[src/rtl/tri_addr_decoder.sv]
// Serial tri-state-address frame decoder: address trits, data bits and a sync period.
// The DEC_LATCH_EN macro makes dado_out_parallel keep the last confirmed data after dv drops.
module tri_addr_decoder #(
  parameter int ADDR_BITS      = 8,
  parameter int DATA_BITS      = 4,
  parameter int BIT_CYCLES     = 32,
  parameter int SAMPLE1        = 5,
  parameter int SAMPLE2        = 20,
  parameter int SYNC_CYCLES    = 128,
  parameter int SYNC_SAMPLE    = 17,
  parameter int CONFIRM_FRAMES = 2,
  parameter int TIMEOUT_CYCLES = 1024
) (
  input  logic                 clk_12kHz,
  input  logic                 rst,
  input  logic [ADDR_BITS-1:0] addr_01,
  input  logic [ADDR_BITS-1:0] addr_f,
  input  logic                 dado_in_serial,
  output logic [DATA_BITS-1:0] dado_out_parallel,
  output logic                 dv,
  output logic                 error_flag,
  output logic                 busy
);

  localparam int CYC_MAX = (BIT_CYCLES > SYNC_CYCLES) ? BIT_CYCLES : SYNC_CYCLES;
  localparam int CYC_W   = (CYC_MAX > 1) ? $clog2(CYC_MAX) : 1;
  localparam int IDX_W   = (ADDR_BITS + DATA_BITS > 1) ? $clog2(ADDR_BITS + DATA_BITS) : 1;
  localparam int MCNT_W  = $clog2(CONFIRM_FRAMES + 1);
  localparam int TO_W    = $clog2(TIMEOUT_CYCLES + 1);

  localparam logic [CYC_W-1:0]  C_S1    = CYC_W'(SAMPLE1);
  localparam logic [CYC_W-1:0]  C_S2    = CYC_W'(SAMPLE2);
  localparam logic [CYC_W-1:0]  C_BEND  = CYC_W'(BIT_CYCLES - 1);
  localparam logic [CYC_W-1:0]  C_SS    = CYC_W'(SYNC_SAMPLE);
  localparam logic [CYC_W-1:0]  C_SEND  = CYC_W'(SYNC_CYCLES - 1);
  localparam logic [IDX_W-1:0]  I_ALAST = IDX_W'(ADDR_BITS - 1);
  localparam logic [IDX_W-1:0]  I_LAST  = IDX_W'(ADDR_BITS + DATA_BITS - 1);
  localparam logic [MCNT_W-1:0] M_ONE   = MCNT_W'(1);
  localparam logic [MCNT_W-1:0] M_CONF  = MCNT_W'(CONFIRM_FRAMES);
  localparam logic [TO_W-1:0]   TO_LAST = TO_W'(TIMEOUT_CYCLES - 1);
  localparam logic [TO_W-1:0]   TO_MAX  = TO_W'(TIMEOUT_CYCLES);

  if (!(SAMPLE1 < SAMPLE2 && SAMPLE2 < BIT_CYCLES)) begin : g_bad_sample
    $error("tri_addr_decoder: need SAMPLE1 < SAMPLE2 < BIT_CYCLES");
  end
  if (!(SYNC_SAMPLE < SYNC_CYCLES)) begin : g_bad_sync
    $error("tri_addr_decoder: need SYNC_SAMPLE < SYNC_CYCLES");
  end
  if (CONFIRM_FRAMES < 1) begin : g_bad_confirm
    $error("tri_addr_decoder: need CONFIRM_FRAMES >= 1");
  end

  typedef enum logic [1:0] {IDLE, ADDR, DATA, SYNC} state_t;

  state_t               state;
  logic [CYC_W-1:0]     cyc;
  logic [IDX_W-1:0]     idx;
  logic [MCNT_W-1:0]    mcnt;
  logic [TO_W-1:0]      idle_cnt;
  logic [DATA_BITS-1:0] shreg;
  logic [DATA_BITS-1:0] cand;
  logic                 p1;
  logic                 p2;

  // p2 may be sampled on the evaluation cycle itself, so look through the register then.
  logic                 p2_now;
  logic                 trit_float;
  logic                 trit_illegal;
  logic                 exp_val;
  logic                 exp_float;
  logic                 trit_ok;
  logic                 same;
  logic [MCNT_W-1:0]    mcnt_next;
  logic [DATA_BITS-1:0] data_next;

  assign p2_now       = (cyc == C_S2) ? dado_in_serial : p2;
  assign trit_float   = !p1 && p2_now;
  assign trit_illegal = p1 && !p2_now;
  assign exp_val      = |(addr_01 & (ADDR_BITS'(1) << idx));
  assign exp_float    = |(addr_f & (ADDR_BITS'(1) << idx));
  assign trit_ok      = !trit_illegal && (exp_float ? trit_float : (!trit_float && (p1 == exp_val)));
  assign data_next    = (shreg << 1'b1) | DATA_BITS'(p1);
  assign same         = (shreg == cand);
  assign mcnt_next    = (mcnt == '0 || !same) ? M_ONE :
                        ((mcnt == M_CONF) ? M_CONF : mcnt + M_ONE);

  // Frame FSM, bit/sync/idle counters, confirmation logic and registered outputs.
  always_ff @(posedge clk_12kHz or posedge rst) begin
    if (rst) begin
      state             <= IDLE;
      cyc               <= '0;
      idx               <= '0;
      mcnt              <= '0;
      idle_cnt          <= '0;
      shreg             <= '0;
      cand              <= '0;
      p1                <= 1'b0;
      p2                <= 1'b0;
      dado_out_parallel <= '0;
      dv                <= 1'b0;
      error_flag        <= 1'b0;
      busy              <= 1'b0;
    end else begin
      error_flag <= 1'b0;
      if (state == ADDR || state == DATA) begin
        if (cyc == C_S1) p1 <= dado_in_serial;
        if (cyc == C_S2) p2 <= dado_in_serial;
      end
      case (state)
        IDLE: begin
          if (dado_in_serial) begin
            state    <= ADDR;
            cyc      <= '0;
            idx      <= '0;
            idle_cnt <= '0;
            busy     <= 1'b1;
          end else if (idle_cnt < TO_MAX) begin
            idle_cnt <= idle_cnt + TO_W'(1);
            if (idle_cnt == TO_LAST) begin
              dv   <= 1'b0;
              mcnt <= '0;
`ifndef DEC_LATCH_EN
              dado_out_parallel <= '0;
`endif
            end
          end else begin
            idle_cnt <= TO_MAX;
          end
        end
        ADDR: begin
          if (cyc == C_BEND) begin
            if (!trit_ok) begin
              state      <= IDLE;
              busy       <= 1'b0;
              error_flag <= 1'b1;
              mcnt       <= '0;
              dv         <= 1'b0;
`ifndef DEC_LATCH_EN
              dado_out_parallel <= '0;
`endif
            end else begin
              cyc <= '0;
              idx <= idx + IDX_W'(1);
              if (idx == I_ALAST) state <= DATA;
            end
          end else begin
            cyc <= cyc + CYC_W'(1);
          end
        end
        DATA: begin
          if (cyc == C_BEND) begin
            shreg <= data_next;
            cyc   <= '0;
            idx   <= idx + IDX_W'(1);
            if (idx == I_LAST) state <= SYNC;
          end else begin
            cyc <= cyc + CYC_W'(1);
          end
        end
        SYNC: begin
          if (cyc == C_SS && dado_in_serial) begin
            state      <= IDLE;
            busy       <= 1'b0;
            error_flag <= 1'b1;
            mcnt       <= '0;
            dv         <= 1'b0;
`ifndef DEC_LATCH_EN
            dado_out_parallel <= '0;
`endif
          end else if (cyc == C_SEND) begin
            state <= IDLE;
            busy  <= 1'b0;
            mcnt  <= mcnt_next;
            if (mcnt == '0 || !same) cand <= shreg;
            if (mcnt_next >= M_CONF) begin
              dado_out_parallel <= shreg;
              dv                <= 1'b1;
            end else if (!same && dv) begin
              dv <= 1'b0;
`ifndef DEC_LATCH_EN
              dado_out_parallel <= '0;
`endif
            end
          end else begin
            cyc <= cyc + CYC_W'(1);
          end
        end
        default: begin
          state <= IDLE;
          busy  <= 1'b0;
        end
      endcase
    end
  end

endmodule

[config.mk]
export PLATFORM = sky130hd
export DESIGN_NAME = tri_addr_decoder
export DESIGN_NICKNAME = d
export VERILOG_FILES = /design/src/rtl/tri_addr_decoder.sv
export SDC_FILE = /design/constraint.sdc
export NUM_CORES = 1
export LEC_CHECK = 0
export ABC_CLOCK_PERIOD_IN_PS = 2480
export CORE_MARGIN = 5
export CORE_UTILIZATION = 52
export DETAILED_ROUTE_END_ITERATION = 12
export PLACE_DENSITY = 0.76
export SYNTH_ARGS = -nofsm -noshare
export SYNTH_HDL_FRONTEND = slang
export SYNTH_SLANG_ARGS = --single-unit
[constraint.sdc]
create_clock -name clk_12kHz -period 2.48 [get_ports clk_12kHz]
set_input_delay 0.248 -clock clk_12kHz [delete_from_list [all_inputs] [get_ports clk_12kHz]]
set_output_delay 0.248 -clock clk_12kHz [all_outputs]
set_load 0.05 [all_outputs]
==> reports/qor.txt <==
DRC errors left - 0
Source of the worst register-to-register timing path - cyc[6]
Clock tree from TritonCTS - yes
Initial core utilization - 53.13%
Post-synthesis net count - 319
Headroom to the max-slew limit - 58.58%
Later-pin clock latency in the skew report - 0.29 ns
Share of final-layout standard cells stronger than drive strength 1 - 18.04%
Final hold violation count - 0
Critical path launch point - cyc[6]
First-pass iteration count of the detailed router - 4
Aggregate global-route resource usage - 19.85%
Async set-reset flop share out of synthesis - 100.0%
Data arrival, critical path - 2.64 ns
Gpl congestion - 0.8678
Post-synthesis sequential area ratio - 39.91%
Number of rows in the core area - 26
Portion of total power attributed to sequential cells - 57.1%
Reg clk slew, reported paths - 0.09 ns
Via count of the routed design - 2330
Required time at the worst-slack endpoint - 2.68 ns
R2R Path End - cyc[1]
Die extent in x - 82.01 µm
Core footprint - 0.005075 mm²
Cells after Synth - 285
Worst-case register-to-register setup slack - 0.04 ns
Largest cells by area after synthesis - sky130_fd_sc_hd__dfrtp_1 (40%), sky130_fd_sc_hd__ha_1 (7.0%), sky130_fd_sc_hd__o21ai_0 (4.3%), sky130_fd_sc_hd__mux2_2 (4.2%), sky130_fd_sc_hd__nand2_1 (3.8%)
Combinational cell fraction of total power - 6.1%
Number of distinct library cells after synthesis - 59
Flip-flop and latch area - 0.001076 mm²
HPWL after detailed placement - 4.392 mm
Overflow left after global routing - 0
Fin. max-slew vios - 0
Number of warnings reported in the yosys synthesis log - 0
Maximum buffer depth of the clock tree - 2
CTS Buf Count - 5
Die footprint - 0.006726 mm²
Switching Fraction - 23.64%
Filler cells - 415
CTS Root Buffer Type - sky130_fd_sc_hd__clkbuf_8
Largest net degree at the start of global routing - 44
Setup Total Neg Slack - 0 ns
Number of nets with antenna violations after routing - 0
Final cell count without fillers - 397
Length in cells of the worst reg-to-reg path - 6
Crit path capture - cyc[1]
Final-report setup violation count - 0
Post-synth EDFFs - 0
Run status - finished, final reports clean
Sink Count - 43
Min-delay worst type - input port to asynchronous set/reset pin
Unrepaired setup endpoints after global routing - true
Number of levels the H-tree was split into - 2
Cell accounting for the most synthesized area - sky130_fd_sc_hd__dfrtp_1
Clock network power share - 36.8%
Final Critical Period - 2.439 ns
Mean number of vias per cell - 5.869
Number of DRC markers in iteration 0 - 171
Die Span Y - 82.01 µm
Power density over cell area - 374.3 mW/mm²
Worst VDD drop - 0.2248 mV
Antenna violations before repair - 0
Worst setup EP type - flip-flop
Total wire length after detailed routing - 6.003 mm
Number of global-route vias before repair - 2309
Fin crit share - 98.33%
# IOs - 26
Type of the worst setup path - flip-flop to flip-flop
Register bit count reported by yosys - 43
Max Clock Freq - 410.1 MHz
Detailed-route wire length per cell - 15.12 µm
Cell leakage power - 1.437 nW
Switching power - 292.9 µW
Internal power of the cells - 946.4 µW
Antenna diodes - 0
Final Skew - 0.005373 ns
Sort of element at the start of the critical path - flip-flop
Netlist area before placement - 0.002696 mm²
Maximum fanout along the worst path - 6
Number of cells after detailed placement - 388
Reported max-cap violation count - 0
Primary flip-flop cell chosen by synthesis mapping - sky130_fd_sc_hd__dfrtp_1
Combined area of the multi-input logic cells - 0.001593 mm²
Cts-stage hold buffer count - 0
Wire length of the first global-routing pass - 10.47 mm
Nets@finish - 360
Mean area per synthesized cell - 9.461 µm²
P&R area growth vs syn - 22.78%
Count of input and output buffers - 25
Fraction of synthesized cell area taken by the top area cell type - 39.91%
Transition time at the pin with the least slew margin - 0.6176 ns
==> what timing repair did <==
item	CTS	global route
pin swaps	0	6
resized for setup	2	14
buffers inserted	0	1
setup endpoints to repair	3	19
==> worst max-delay path, cell delays in order, from the launching register on <==
cell	delay [ns]
sky130_fd_sc_hd__dfrtp_1	0.40
sky130_fd_sc_hd__or3b_4	0.43
sky130_fd_sc_hd__or4_4	0.55
sky130_fd_sc_hd__a221o_1	0.33
sky130_fd_sc_hd__o311a_4	0.17
sky130_fd_sc_hd__and3_4	0.20
sky130_fd_sc_hd__o41ai_2	0.26
==> placed cells by master (no fill, tap or decap), types with 5 or more instances in the layout <==
cell and count:
sky130_fd_sc_hd__dfrtp_1 43, sky130_fd_sc_hd__nand2_1 27, sky130_fd_sc_hd__clkdlybuf4s50_1 25, sky130_fd_sc_hd__nor2_1 22
sky130_fd_sc_hd__o21ai_0 21, sky130_fd_sc_hd__inv_1 21, sky130_fd_sc_hd__buf_4 17, sky130_fd_sc_hd__ha_1 13
sky130_fd_sc_hd__mux2_2 10, sky130_fd_sc_hd__nand3_1 9, sky130_fd_sc_hd__a22oi_1 7, sky130_fd_sc_hd__xnor2_1 6
sky130_fd_sc_hd__a21oi_1 5, sky130_fd_sc_hd__mux2i_1 5, sky130_fd_sc_hd__clkbuf_8 5
==> cell families (layout without fill, tap and decap cells) <==
group	count (synthesis)	in the layout	share of synthesized area, %
muxes	16	16	6.589
buffers and inverters	30	72	4.269
and+or+nand+nor	94	94	18.14
DFF	43	43	39.91
adders and majority gates	15	15	6.961
xor gates and xnor gates	6	6	1.949
AOI/OAI and AO/OA	81	81	22.18
==> flip-flops by register name, summed over array words and instances (netlist names), named ones only <==
register           count
p2                     1
cyc                    7
idle_cnt              11
idx                    4
dado_out_parallel      4
dv                     1
error_flag             1
mcnt                   2
cand                   4
busy                   1
state                  1
shreg                  4
p1                     1
==> synthesized netlist by cell type, types with 4 or more instances <==
library cell and n:
sky130_fd_sc_hd__dfrtp_1 43, sky130_fd_sc_hd__nand2_1 27, sky130_fd_sc_hd__nor2_1 23, sky130_fd_sc_hd__o21ai_0 23
sky130_fd_sc_hd__inv_1 22, sky130_fd_sc_hd__ha_1 15, sky130_fd_sc_hd__mux2_2 10, sky130_fd_sc_hd__nand3_1 10
sky130_fd_sc_hd__a22oi_1 8, sky130_fd_sc_hd__xnor2_1 6, sky130_fd_sc_hd__a21oi_1 5, sky130_fd_sc_hd__clkbuf_1 5
sky130_fd_sc_hd__mux2i_1 5, sky130_fd_sc_hd__o31ai_1 5, sky130_fd_sc_hd__o41ai_1 4
==> stage by stage <==
| stage | util (%) | power, mW | hold slack, ns | setup slack (ns) | instance area [µm²] |
|---|---|---|---|---|---|
| floorplan | - | 0.7508 | 0.3522 | -0.04245 | 2718 |
| global placement | 61.69 | 0.7900 | 0.4885 | -0.01482 | 3131 |
| detailed placement | 61.69 | 0.7917 | 0.4969 | -0.1150 | 3131 |
| CTS | 63.86 | 1.255 | 0.4009 | 0.002183 | 3241 |
| global route | 65.24 | 1.294 | 0.4308 | -0.1253 | 3311 |
| finish | 65.24 | 1.239 | 0.3878 | 0.04144 | 3311 |
==> area by class of cell <==
cell class	count	share of cell area (%)
multi-input cells	212	48.11
flip-flops and latches	43	32.50
repair buffers	42	11.41
well taps	70	2.645
inverters	22	2.494
clock buffers	5	2.079
clock inverters	3	0.7559
==> layer usage <==
metal | routed length, µm | track usage [%] | vias to the layer above | share of wire (%)
met3 | 226 | 3.947 | 8 | 3.8
met2 | 2797 | 32.39 | 42 | 47
met1 | 2907 | 26.83 | 1141 | 48
li1 | - | - | 1139 | -
met4 | 72 | 5.482 | 0 | 1.2
met5 | 0 | 0 | - | 0
==> worst min path at each step <==
stage              startpoint      endpoint  slack, ns  cells after the start
2_1_floorplan  dado_in_serial  idle_cnt[10]       0.35                      1
3_3_place_gp             busy          busy       0.49                      2
3_5_place_dp             busy          busy       0.50                      2
4_1_cts                   rst      shreg[3]       0.40                      3
5_1_grt                   rst   idle_cnt[2]       0.43                      3
6_report                  rst   idle_cnt[5]       0.39                      3
==> power by group through the flow <==
stage | registers [mW] | clock network, mW | logic, mW
2_1_floorplan | 0.719 | 0 | 0.0313
3_3_place_gp | 0.721 | 0 | 0.0694
3_5_place_dp | 0.721 | 0 | 0.0711
4_1_cts | 0.707 | 0.475 | 0.0732
5_1_grt | 0.708 | 0.503 | 0.0835
6_report | 0.707 | 0.456 | 0.0757
(Power assumes the default switching activity.)
